File: config.mk
export PLATFORM = sky130hd
export DESIGN_NAME = btb_update_ctrl
export DESIGN_NICKNAME = d
export VERILOG_FILES = /design/src/rtl/module_types.sv /design/src/rtl/btb_upd_queue.sv /design/src/rtl/btb_update_ctrl.sv
export SDC_FILE = /design/constraint.sdc
export NUM_CORES = 1
export LEC_CHECK = 0
export ABC_AREA = 0
export CAP_MARGIN = 20
export CORE_MARGIN = 3
export CORE_UTILIZATION = 58
export CTS_CLUSTER_DIAMETER = 120
export CTS_CLUSTER_SIZE = 24
export DETAILED_ROUTE_END_ITERATION = 10
export PLACE_DENSITY_LB_ADDON = 0.25
export SETUP_SLACK_MARGIN = 0.1
export SLEW_MARGIN = 15
export SYNTH_ARGS = -nofsm -noshare
export SYNTH_HDL_FRONTEND = slang
export SYNTH_SLANG_ARGS = --single-unit
File: constraint.sdc
create_clock -name clk -period 8.9 [get_ports clk]
set_input_delay 1.78 -clock clk [delete_from_list [all_inputs] [get_ports clk]]
set_output_delay 1.78 -clock clk [all_outputs]
set_load 0.03 [all_outputs]
File: src/rtl/module_types.sv
// Shared types and constants for the BTB commit-side update path.
package module_types;

    localparam int unsigned BTB_ADDR_W     = 32;
    localparam int unsigned BTB_UPD_QDEPTH = 4;

    typedef struct packed {
        logic [BTB_ADDR_W-1:0] pc;
        logic [BTB_ADDR_W-1:0] target;
    } btb_upd_t;

    typedef enum logic [1:0] {
        ST_RUN,
        ST_DRAIN,
        ST_DONE
    } upd_state_e;

endpackage

File: src/rtl/btb_upd_queue.sv
// Circular update queue with a pc match port: matching updates overwrite the
// queued target in place; the rest are appended in slot order.
module btb_upd_queue
    import module_types::*;
#(
    parameter int unsigned QDEPTH = BTB_UPD_QDEPTH
) (
    input  logic                      clk_i,
    input  logic                      rst_i,
    input  logic [1:0]                enq_valid_i,
    input  btb_upd_t [1:0]            enq_i,
    input  logic                      deq_i,
    output btb_upd_t                  head_o,
    output logic [$clog2(QDEPTH):0]   count_o
);

    localparam int unsigned PW = $clog2(QDEPTH);
    localparam int unsigned CW = PW + 1;

    btb_upd_t          mem_q [QDEPTH];
    logic [PW-1:0]     head_q, head_d;
    logic [PW-1:0]     tail_q, tail_d;
    logic [CW-1:0]     count_q, count_d;

    logic              do_deq;
    logic [QDEPTH-1:0] live;
    logic [1:0]        hit;
    logic [1:0][PW-1:0] hit_idx;
    logic              same_pc;
    logic              v0, v1;
    logic              ovw0, ovw1;
    logic              alloc0, alloc1;

    assign do_deq = deq_i && (count_q != '0);

    // The head is excluded from matching when it leaves this cycle.
    always_comb begin
        live = '0;
        for (int unsigned j = 0; j < QDEPTH; j++) begin
            live[j] = (CW'(PW'(j) - head_q) < count_q) && !(do_deq && (PW'(j) == head_q));
        end
    end

    always_comb begin
        hit     = '0;
        hit_idx = '0;
        for (int unsigned s = 0; s < 2; s++) begin
            for (int unsigned j = 0; j < QDEPTH; j++) begin
                if (live[j] && (mem_q[j].pc == enq_i[s].pc)) begin
                    hit[s]     = 1'b1;
                    hit_idx[s] = PW'(j);
                end
            end
        end
    end

    // Equal pcs in both slots collapse onto slot 1 (younger target wins).
    assign same_pc = enq_valid_i[0] && enq_valid_i[1] && (enq_i[0].pc == enq_i[1].pc);
    assign v0      = enq_valid_i[0] && !same_pc;
    assign v1      = enq_valid_i[1];
    assign ovw0    = v0 && hit[0];
    assign ovw1    = v1 && hit[1];
    assign alloc0  = v0 && !hit[0];
    assign alloc1  = v1 && !hit[1];

    always_comb begin
        head_d  = head_q + PW'(do_deq);
        tail_d  = tail_q + PW'(alloc0) + PW'(alloc1);
        count_d = count_q + CW'(alloc0) + CW'(alloc1) - CW'(do_deq);
    end

    always_ff @(posedge clk_i or posedge rst_i) begin
        if (rst_i) begin
            head_q  <= '0;
            tail_q  <= '0;
            count_q <= '0;
        end else begin
            head_q  <= head_d;
            tail_q  <= tail_d;
            count_q <= count_d;
        end
    end

    always_ff @(posedge clk_i) begin
        if (ovw0)   mem_q[hit_idx[0]].target      <= enq_i[0].target;
        if (ovw1)   mem_q[hit_idx[1]].target      <= enq_i[1].target;
        if (alloc0) mem_q[tail_q]                 <= enq_i[0];
        if (alloc1) mem_q[tail_q + PW'(alloc0)]   <= enq_i[1];
    end

    assign head_o  = mem_q[head_q];
    assign count_o = count_q;

endmodule

File: src/rtl/btb_update_ctrl.sv
// BTB write-port controller: accepts two commit slots into a coalescing queue,
// drains one registered write per cycle and supports a drain handshake.
module btb_update_ctrl
    import module_types::*;
#(
    parameter int unsigned QDEPTH = BTB_UPD_QDEPTH
) (
    input  logic                     clk,
    input  logic                     rst,
    input  logic [1:0]               upd_valid,
    input  logic [1:0][31:0]         upd_pc,
    input  logic [1:0][31:0]         upd_target,
    output logic                     upd_ready,
    input  logic                     btb_stall,
    input  logic                     drain_req,
    output logic                     drain_done,
    output logic                     btb_w_en,
    output logic [31:0]              btb_commit_pc,
    output logic [31:0]              btb_target_addr,
    output logic [$clog2(QDEPTH):0]  q_count
);

    localparam int unsigned CW = $clog2(QDEPTH) + 1;

    upd_state_e        state_q, state_d;
    btb_upd_t [1:0]    enq;
    btb_upd_t          head;
    logic [CW-1:0]     count;
    logic              pop;
    logic              w_en_q;
    logic [31:0]       pc_q, tgt_q;

    always_comb begin
        enq = '0;
        for (int unsigned i = 0; i < 2; i++) begin
            enq[i].pc     = upd_pc[i];
            enq[i].target = upd_target[i];
        end
    end

    assign pop = (count != '0) && !btb_stall;

    btb_upd_queue #(
        .QDEPTH (QDEPTH)
    ) u_queue (
        .clk_i       (clk),
        .rst_i       (rst),
        .enq_valid_i (upd_valid & {2{upd_ready}}),
        .enq_i       (enq),
        .deq_i       (pop),
        .head_o      (head),
        .count_o     (count)
    );

    always_ff @(posedge clk or posedge rst) begin
        if (rst) state_q <= ST_RUN;
        else     state_q <= state_d;
    end

    always_comb begin
        state_d = state_q;
        unique case (state_q)
            ST_RUN:   if (drain_req) state_d = ST_DRAIN;
            ST_DRAIN: begin
                if (!drain_req)                       state_d = ST_RUN;
                else if ((count == '0) && !w_en_q)    state_d = ST_DONE;
            end
            ST_DONE:  if (!drain_req) state_d = ST_RUN;
            default:  state_d = ST_RUN;
        endcase
    end

    always_comb begin
        upd_ready  = (state_q == ST_RUN) && (count <= CW'(QDEPTH - 2));
        drain_done = (state_q == ST_DONE);
    end

    always_ff @(posedge clk or posedge rst) begin
        if (rst) begin
            w_en_q <= 1'b0;
            pc_q   <= '0;
            tgt_q  <= '0;
        end else begin
            w_en_q <= pop;
            if (pop) begin
                pc_q  <= head.pc;
                tgt_q <= head.target;
            end
        end
    end

    assign btb_w_en        = w_en_q;
    assign btb_commit_pc   = pc_q;
    assign btb_target_addr = tgt_q;
    assign q_count         = count;

endmodule
[After elaboration in Yosys (flattened, before gate mapping)]
Memory sizes are Yosys's and may differ from the RTL's. A register that Yosys moved wholly into a read port is not among the register bits.
Cells that the tools add are included.
Word-level totals
  register bits: 10
  bits in writable memories: 256
  bits of input ports: 134
  output and inout bits: 70
  logic and storage cells: 122
  memories kept: 1
Memories
  u_queue.mem_q: words 4, bits a word 64, read ports 5, clocked after Yosys merged registers in 1, write ports 2, line btb_upd_queue.sv:20  | btb_upd_t mem_q [QDEPTH];
Cells by class
  add/sub/neg operators: 10
  $lt $le $gt $ge: 5
  eq/ne operators: 18
  muxes and demuxes: 33
  bitwise logic cells: 7
  reductions and logical operators: 43
Operator list (count)
  equality test 32 bit: 9
  2-to-1 mux 64 bit: 2
  OR reduction 64 bit: 2
  logical AND 1 bit: 27
  2-to-1 mux 2 bit: 12
  2-to-1 mux 1 bit: 18
  < comparator 3 bit: 4
  logical NOT 1 bit: 9
  adder 2 x 1 -> 2 bit: 3
  adder 3 x 1 -> 3 bit: 2
  one-hot mux 2 bit (3 select lines): 1
  subtractor 1 x 2 -> 3 bit, first input constant: 2
  subtractor 2 x 2 -> 3 bit, first input constant: 2
  equality test 2 bit, first input constant: 2
  logical NOT 2 bit: 2
  != test 2 bit, second input constant: 2
  bitwise AND 1 bit: 3
  less-or-equal comparator 3 x 2 -> 1 bit, second input constant: 1
  logical NOT 3 bit: 1
  != test 3 bit, second input constant: 1
  AND reduction 3 bit: 1
  nonzero test 3 bit: 1
  subtractor 3 x 1 -> 3 bit: 1
  bitwise AND 2 bit: 1
  6 further kinds: 7

[Longest topological paths before layout]
Gate-level depths: netlist (run 1).
  depth after elaboration: 19
  depth in mapped cells: 21
  gate-level depth less buffers: 16

[Modules after synthesis]
Synthesis (run 1) repeated with hierarchy kept, for this count alone.
Unflattened totals
  cells, all modules: 1549
  area total of the unflattened synthesis: 20818.7 um^2
By module, submodules not included
  btb_upd_queue: times used 1, cells each 1172, area each 17098.9 um^2, sequential area each 7862.5 um^2
  btb_update_ctrl: times used 1, cells each 377, area each 3719.8 um^2, sequential area each 1676.6 um^2

[Worst setup path before layout (run 1)]
OpenSTA, ideal clock, no wires.
  path kind: register to register
  start point: reg u_queue.head_q[0]
  end point: mem u_queue.mem_q[1][32] (netlist name) (enable)
  library setup time: 0.470 ns
  data arrival time: 6.136 ns
  data required time: 8.430 ns
  path slack: 2.294 ns
  cell stages (with the launch flop): 14
  buffers on the path: 4
  period minus slack after synthesis: 6.606 ns
  path through: dfrtp_1 > clkbuf_1 > buf_1 > buf_1 > clkbuf_1 > inv_1 > ha_1 > ha_1 > a21o_1 > a221o_1 > o311a_1 > a21oi_1 > inv_1 > o31ai_1
RTL lines
  start, declared: line btb_upd_queue.sv:21  | logic [PW-1:0] head_q, head_d;
  start signal, assigned: line btb_upd_queue.sv:74  | head_q <= '0;
  start signal, assigned: line btb_upd_queue.sv:78  | head_q <= head_d;
  end, declared: line btb_upd_queue.sv:20

==> flow_metrics.env, run 1 <==
export IMPL_final_period_utilization_pct=75.1
export IMPL_syn_instance_count=1324
export IMPL_final_hold_violation_count=0
export IMPL_grt_start_max_net_pins=75
export IMPL_cts_setup_buffers=0
export IMPL_final_net_count=1606
export IMPL_numCtsBuffers=17
export IMPL_drt_initial_drc_count=1234
export IMPL_h_tree_levels=1
export IMPL_layout_cell_share_with_drive_strength_beyond_1_pct=26.4
export IMPL_std_cell_rows=65
export IMPL_core_mm2=0.0321
export IMPL_clock_skew_ns=0.0191
export IMPL_dieWidth_um=188
export IMPL_ant_nets=0
export IMPL_cts_tree="built"
export IMPL_synth_avg_cell_area_um2=14.5
export IMPL_critical_path_endpoint_type="register"
export IMPL_edff_count_synth=256
export IMPL_cts_resized=0
export IMPL_synth_net_count=1477
export IMPL_drc=0
export IMPL_yosys_most_used_dff="sky130_fd_sc_hd__edfxtp_1"
export IMPL_antenna_found_initial=1
export IMPL_die_area_mm2=0.0353
export IMPL_post_synth_top_area_cell="sky130_fd_sc_hd__edfxtp_1"
export IMPL_cts_root_buffer_cell="sky130_fd_sc_hd__clkbuf_16"
export IMPL_clock_insertion_delay_worst_skew_ns=0.52
export IMPL_synth_seq_area_share_pct=49.7
export IMPL_grt_pass1_wl_um=77000
export IMPL_vdd_ir_drop_worst_uv=215
export IMPL_detailedPlacementHpwl_um=35400
export IMPL_yosys_area_top_type_share_pct=40.0
export IMPL_post_synth_main_area_contributors="sky130_fd_sc_hd__edfxtp_1 (40%), sky130_fd_sc_hd__mux2_2 (15%), sky130_fd_sc_hd__dfrtp_1 (9.6%)"
export IMPL_final_tns_setup_ns=0
export IMPL_track_usage_pct=28.6
export IMPL_timing_final_setup_violations=0
export IMPL_cts_sink_count=330
export IMPL_asyncSetResetFlopFracSynth_pct=22.4
export IMPL_worst_setup_sp_type="input port"
export IMPL_final_instance_count_excl_fill=1899
export IMPL_critPathArrivalTime_ns=6.95
export IMPL_route_vias_total=11946
export IMPL_flops_latches_synth=330
export IMPL_detailedRoute_firstPassIterationCount=5
export IMPL_critical_path_max_stage_delay_ns=0.76
export IMPL_timing_max_slew_rel_slack_pct=27.7
export IMPL_rsz0062_at_grt="no"
export IMPL_timing_hold_worst_class="reg2reg"
export IMPL_post_route_min_period_ns=6.69
export IMPL_clock_fmax_mhz=150
export IMPL_critical_path_class="in2reg"
export IMPL_static_leakage_power_uw=0.00736
export IMPL_globalRouteOverflowTotal=0
export IMPL_dr_wl_cell_um=26.8
export IMPL_worstPathMaxFanout=20
export IMPL_first_global_vias=12261
export IMPL_synthDistinctLibCells=50
export IMPL_port_buffer_count=203
export IMPL_final_core_utilization_pct=68.3
export IMPL_report_final_slew_viol_count=0
export IMPL_placed_cells_incl_taps=1867
export IMPL_cts_path_max_buffers=3
export IMPL_die_y_extent_um=188
export IMPL_p_per_area_mw_per_mm2=250
export IMPL_drt_wl_total_um=50900
export IMPL_gp_routability_congestion=1.07
export IMPL_vias_per_cell=6.29
export IMPL_required_ns=9.17
export IMPL_io_pin_count=204
export IMPL_timing_max_cap_violations=0
export IMPL_critPathSlowestCell="sky130_fd_sc_hd__and3_1"
export IMPL_cts_reportedPaths_clkPinSlew_ns=0.10
export IMPL_initial_utilization_pct=59.8
export IMPL_run_status="finished, final reports clean"
export IMPL_yosys_warnings=0
export IMPL_cts_hold_repair_buffers=0
export IMPL_syn_area_mm2=0.0192
export IMPL_crit_path_cell_trace="clkdlybuf4s50_1 > xnor2_1 > nand4_1 > nor4_1 > a31oi_1 > o311a_1 > nand3_1 > inv_1 > ha_1 > and4b_1 > nor2_1 > and3_1 > buf_4 > mux2_2"
export IMPL_worst_pin_slew_ns=1.09
export IMPL_flow_area_growth_from_synthesis_pct=14.3
## through the flow
step | setup WS, ns | hold slack, ns | power [uW] | instance area (um2)
after floorplan | 2.29 | 0.436 | 3800 | 19200
after global placement | 1.90 | 0.455 | 4610 | 21400
after detailed placement | 1.85 | 0.494 | 4660 | 21400
after CTS | 2.38 | 0.508 | 5500 | 21900
after global routing | 2.12 | 0.511 | 5710 | 21900
final | 2.21 | 0.509 | 5480 | 21900
## kinds of logic (layout without fill, tap and decap cells)
kind of cell / count (synthesis) / after routing / share of synthesized area, %
AO/OA/AOI/OAI: 36 / 36 / 1.71
XOR/XNOR: 293 / 293 / 13.4
adder cells (fa/ha/maj): 19 / 19 / 1.32
buffers and inverters: 133 / 272 / 3.49
flip-flops: 330 / 330 / 49.7
multiplexers: 385 / 385 / 26.3
other: 0 / 1 / 0
AND/OR/NAND/NOR: 128 / 128 / 4.07
## worst max-delay path: cells and delay by family
kind,cells,cell delay (ns)
buf+inv,3,1.21
fa+ha+maj,1,0.33
xor+xnor,1,0.40
compound gates,2,0.57
simple gates,6,2.24
mux,1,0.37
## report_power, final
| part | internal, uW | total (uW) | switching [uW] | leakage (uW) |
|---|---|---|---|---|
| sequential | 2020 | 2290 | 270 | 0.00319 |
| clock | 366 | 848 | 483 | 0.000227 |
| combinational | 1110 | 2330 | 1220 | 0.00395 |
## synthesized netlist by cell type (2+ instances only)
master,instances
sky130_fd_sc_hd__a311oi_1,2
sky130_fd_sc_hd__buf_1,8
sky130_fd_sc_hd__o21bai_1,2
sky130_fd_sc_hd__buf_2,73
sky130_fd_sc_hd__nor2_1,7
sky130_fd_sc_hd__nand2b_1,3
sky130_fd_sc_hd__mux2_1,60
sky130_fd_sc_hd__buf_6,6
sky130_fd_sc_hd__nor4_1,42
sky130_fd_sc_hd__fa_1,2
sky130_fd_sc_hd__and4b_1,2
sky130_fd_sc_hd__a21oi_1,3
sky130_fd_sc_hd__inv_1,19
sky130_fd_sc_hd__a21o_1,4
sky130_fd_sc_hd__dfrtp_1,74
sky130_fd_sc_hd__edfxtp_1,256
sky130_fd_sc_hd__a31o_2,2
sky130_fd_sc_hd__nand4_1,49
sky130_fd_sc_hd__clkbuf_1,18
sky130_fd_sc_hd__mux2_2,261
sky130_fd_sc_hd__nand2_1,5
sky130_fd_sc_hd__o21a_1,2
sky130_fd_sc_hd__mux4_2,64
sky130_fd_sc_hd__nand3_1,8
sky130_fd_sc_hd__o21ai_0,2
sky130_fd_sc_hd__a211oi_4,4
sky130_fd_sc_hd__xor2_1,130
sky130_fd_sc_hd__a2bb2oi_1,2
sky130_fd_sc_hd__a31oi_1,2
sky130_fd_sc_hd__xnor2_1,163
sky130_fd_sc_hd__a221o_1,2
sky130_fd_sc_hd__ha_1,17
sky130_fd_sc_hd__nor3_2,2
sky130_fd_sc_hd__buf_4,9
sky130_fd_sc_hd__o31ai_1,2
sky130_fd_sc_hd__and3_1,3
## sequential cells by signal (all words and copies together), names as in the netlist
name and flops:
btb_commit_pc 32, btb_target_addr 32, btb_w_en 1, state_q 2
u_queue.count_o 3, u_queue.head_q 2, u_queue.mem_q 256, u_queue.tail_q 2
## layout make-up
| cell class | instances | area (um2) |
|---|---|---|
| flip-flops and latches | 330 | 9550 |
| well taps | 435 | 544 |
| multi-input cells | 861 | 9060 |
| inverters | 19 | 72.6 |
| fillers | 2258 | 10200 |
| repair buffers | 224 | 2230 |
| clock inverters | 1 | 8.76 |
| diodes | 1 | 2.50 |
| clock buffers | 28 | 467 |
## layer usage
metal,track usage (%),vias up,share of wire (%),wire length [um]
li1,-,5199,-,-
met1,40.7,6097,41,21100
met2,46.3,575,48,24400
met3,5.42,73,8.4,4300
met4,6.00,2,2.2,1130
met5,0,-,0.026,13
## final timing paths
check,startpoint,end,slack [ns],cells past startpoint
min in group asynchronous,rst,btb_commit_pc[21],1.67,3
min,state_q[1],state_q[0],0.51,1
max reg2reg,u_queue.head_q[0],u_queue.mem_q[2][63],3.12,13
max,upd_pc[52],u_queue.mem_q[2][63],2.21,14
max in group asynchronous,rst,btb_commit_pc[7],6.59,4
min reg2reg,state_q[1],state_q[0],0.51,1
## cell usage in the layout (no fill, tap or decap), types with 3 or more instances in the layout
| master | count |
|---|---|
| sky130_fd_sc_hd__clkbuf_1 | 11 |
| sky130_fd_sc_hd__nand3_1 | 6 |
| sky130_fd_sc_hd__nor4_1 | 42 |
| sky130_fd_sc_hd__a21oi_1 | 3 |
| sky130_fd_sc_hd__mux4_2 | 64 |
| sky130_fd_sc_hd__mux2_2 | 261 |
| sky130_fd_sc_hd__a211oi_4 | 5 |
| sky130_fd_sc_hd__dfrtp_1 | 72 |
| sky130_fd_sc_hd__nand2_1 | 5 |
| sky130_fd_sc_hd__a21o_1 | 4 |
| sky130_fd_sc_hd__ha_1 | 17 |
| sky130_fd_sc_hd__and3_1 | 3 |
| sky130_fd_sc_hd__xnor2_1 | 163 |
| sky130_fd_sc_hd__edfxtp_1 | 256 |
| sky130_fd_sc_hd__inv_1 | 18 |
| sky130_fd_sc_hd__buf_4 | 18 |
| sky130_fd_sc_hd__nand2b_1 | 3 |
| sky130_fd_sc_hd__clkbuf_16 | 17 |
| sky130_fd_sc_hd__nor2_1 | 6 |
| sky130_fd_sc_hd__nand4_1 | 49 |
| sky130_fd_sc_hd__xor2_1 | 130 |
| sky130_fd_sc_hd__clkdlybuf4s50_1 | 203 |
| sky130_fd_sc_hd__mux2_1 | 60 |
Note: power is estimated with default switching activity, not from simulation.
==> run 2, diff against run 1 <==
--- a/config.mk
+++ b/config.mk
@@ -8,7 +8,7 @@
 export ABC_AREA = 0
 export CAP_MARGIN = 20
 export CORE_MARGIN = 3
-export CORE_UTILIZATION = 58
+export CORE_UTILIZATION = 52
 export CTS_CLUSTER_DIAMETER = 120
 export CTS_CLUSTER_SIZE = 24
 export DETAILED_ROUTE_END_ITERATION = 10
==> constraint.sdc (replaced) <==
create_clock -name clk -period 5.91 [get_ports clk]
set_input_delay 1.182 -clock clk [delete_from_list [all_inputs] [get_ports clk]]
set_output_delay 1.182 -clock clk [all_outputs]
set_load 0.03 [all_outputs]
==> run 2 against run 1 <==
- worst setup slack lost 1.7 ns
- clock power grew 56%
- largest power group unchanged
- via count rose by 2.2%
- routed wire length is 4.6% higher
==> flow_metrics.env, run 2 (synthesis gave the netlist of run 1 again) <==
export IMPL_worst_setup_sp_type="input port"
export IMPL_critical_path_reg2reg_endpoint="u_queue.mem_q[0][9]"
export IMPL_ant_nets=0
export IMPL_p_per_area_mw_per_mm2=373
export IMPL_report_final_slew_viol_count=0
export IMPL_final_hold_violation_count=0
export IMPL_route_vias_total=12214
export IMPL_placed_cells_incl_taps=1953
export IMPL_cts_resized=0
export IMPL_static_leakage_power_uw=0.00769
export IMPL_worst_hold_startpoint="state_q[1]"
export IMPL_worstPathMaxFanout=23
export IMPL_power_uw=8420
export IMPL_run_status="finished, final reports clean"
export IMPL_detailedPlacementHpwl_um=38500
export IMPL_clock_skew_ns=0.0329
export IMPL_top_layer_used="met5"
export IMPL_wirelength_met1_um=21900
export IMPL_antenna_found_initial=5
export IMPL_core_mm2=0.0360
export IMPL_drt_wl_total_um=53300
export IMPL_crit_path_cell_trace="clkdlybuf4s50_1 > xnor2_1 > nand4_1 > nor4_1 > nand3_1 > o311a_1 > nand3_1 > inv_1 > ha_1 > xnor2_1 > a31oi_1 > a311oi_1 > nand2_1 > a211oi_4 > buf_12 > mux2_1"
export IMPL_cts_sink_count=330
export IMPL_critPathSlowestCell="sky130_fd_sc_hd__nor4_1"
export IMPL_most_common_library_cell_in_the_layout_ignoring_fill_and_taps="sky130_fd_sc_hd__mux2_2"
export IMPL_worst_pin_slew_ns=1.06
export IMPL_die_area_mm2=0.0393
export IMPL_cts_tree="built"
export IMPL_clock_fmax_mhz=184
export IMPL_flow_area_growth_from_synthesis_pct=17.7
export IMPL_hold_worst_slack_ns=0.496
export IMPL_first_global_vias=12426
export IMPL_rsz0062_at_grt="no"
export IMPL_whs_endpoint="state_q[0]"
export IMPL_cts_hold_repair_buffers=0
export IMPL_die_y_extent_um=198
export IMPL_timing_max_cap_violations=0
export IMPL_port_buffer_count=203
export IMPL_required_ns=6.18
export IMPL_final_core_utilization_pct=62.8
export IMPL_initial_utilization_pct=53.3
export IMPL_critical_path_class="in2reg"
export IMPL_timing_max_slew_rel_slack_pct=29.2
export IMPL_drt_initial_drc_count=1094
export IMPL_final_net_count=1664
export IMPL_io_pin_count=204
export IMPL_worst_r2r_setup_slack_ns=0.94
export IMPL_instance_count_along_the_most_critical_hold_path=1
export IMPL_vdd_ir_drop_worst_uv=314
export IMPL_max_flop_register="u_queue.mem_q"
export IMPL_grt_pass1_wl_um=79100
export IMPL_timing_hold_worst_class="reg2reg"
export IMPL_numCtsBuffers=17
export IMPL_gp_routability_congestion=0.970
export IMPL_dr_wl_cell_um=26.8
export IMPL_post_route_min_period_ns=5.42
export IMPL_final_instance_count_excl_fill=1984
export IMPL_cts_path_max_buffers=3
export IMPL_globalRouteOverflowTotal=0
export IMPL_vias_per_cell=6.16
export IMPL_cts_root_buffer_cell="sky130_fd_sc_hd__clkbuf_16"
export IMPL_leading_cell_types_in_the_layout_fill_and_taps_excluded="sky130_fd_sc_hd__mux2_2 (261), sky130_fd_sc_hd__edfxtp_1 (256), sky130_fd_sc_hd__clkdlybuf4s50_1 (203)"
export IMPL_final_tns_setup_ns=0
export IMPL_std_cell_rows=69
export IMPL_cts_setup_buffers=0
export IMPL_routed_wl_met3_um=4720
export IMPL_layout_cell_share_with_drive_strength_beyond_1_pct=29.3
export IMPL_track_usage_pct=26.9
export IMPL_drc=0
export IMPL_dieWidth_um=198
export IMPL_critPathArrivalTime_ns=5.69
export IMPL_worst_r2r_path_depth=17
export IMPL_clock_insertion_delay_worst_skew_ns=0.54
export IMPL_detailedRoute_firstPassIterationCount=6
export IMPL_met2WireLength_um=25000
export IMPL_cts_reportedPaths_clkPinSlew_ns=0.09
export IMPL_final_period_utilization_pct=91.8
export IMPL_number_of_flip_flops_under_the_largest_register_name=256
export IMPL_critical_path_reg2reg_startpoint="u_queue.head_q[1]"
export IMPL_timing_final_setup_violations=0
export IMPL_critical_path_max_stage_delay_ns=0.78
export IMPL_h_tree_levels=1
export IMPL_critical_path_endpoint_type="register"
export IMPL_grt_start_max_net_pins=51
run 2: worst max path at each step:
stage	startpoint	end	slack, ns	depth (start not counted)
6_report	upd_pc[18]	u_queue.mem_q[0][9]	0.49	16
5_1_grt	upd_pc[18]	u_queue.mem_q[0][27]	0.27	16
4_1_cts	upd_pc[18]	u_queue.mem_q[0][24]	0.65	16
3_5_place_dp	upd_pc[18]	u_queue.mem_q[0][23]	0.13	16
3_3_place_gp	upd_pc[17]	u_queue.mem_q[1][6]	0.16	17
2_1_floorplan	u_queue.head_q[0]	u_queue.mem_q[3][0]	0.17	21
run 2: metal layers:
metal	up-vias	global-route usage, %
met5	-	0
met3	85	6.60
met4	8	7.37
met1	6303	37.5
li1	5316	-
met2	502	42.5
run 2: power by group:
group	leakage, uW	switching, uW	internal, uW	total [uW]
Clock	0.000227	767	551	1320
Combinational	0.00428	1890	1770	3660
Sequential	0.00319	391	3050	3440
run 2: per-stage QoR:
step	area, um2	worst slack (ns)
after floorplan	19200	0.173
after global routing	22600	0.268
after global placement	22100	0.159
after CTS	22600	0.655
after detailed placement	22100	0.125
final	22600	0.487
run 2: layout make-up:
cell class,instances,area (um2)
timing repair buffer,282,2850
tap,461,577
inverter,19,72.6
antenna,2,5.00
clock inverter,1,8.76
clock buffer,28,467
multi-input combinational,861,9070
fill,2742,13400
sequential,330,9550
run 2: critical path: cells and delay by family:
kind	cells	cell delay, ns
and+or+nand+nor	5	1.56
buffers and inverters	3	1.04
AOI/OAI and AO/OA	4	0.95
xor gates and xnor gates	2	0.38
muxes	1	0.35
adders and majority gates	1	0.21
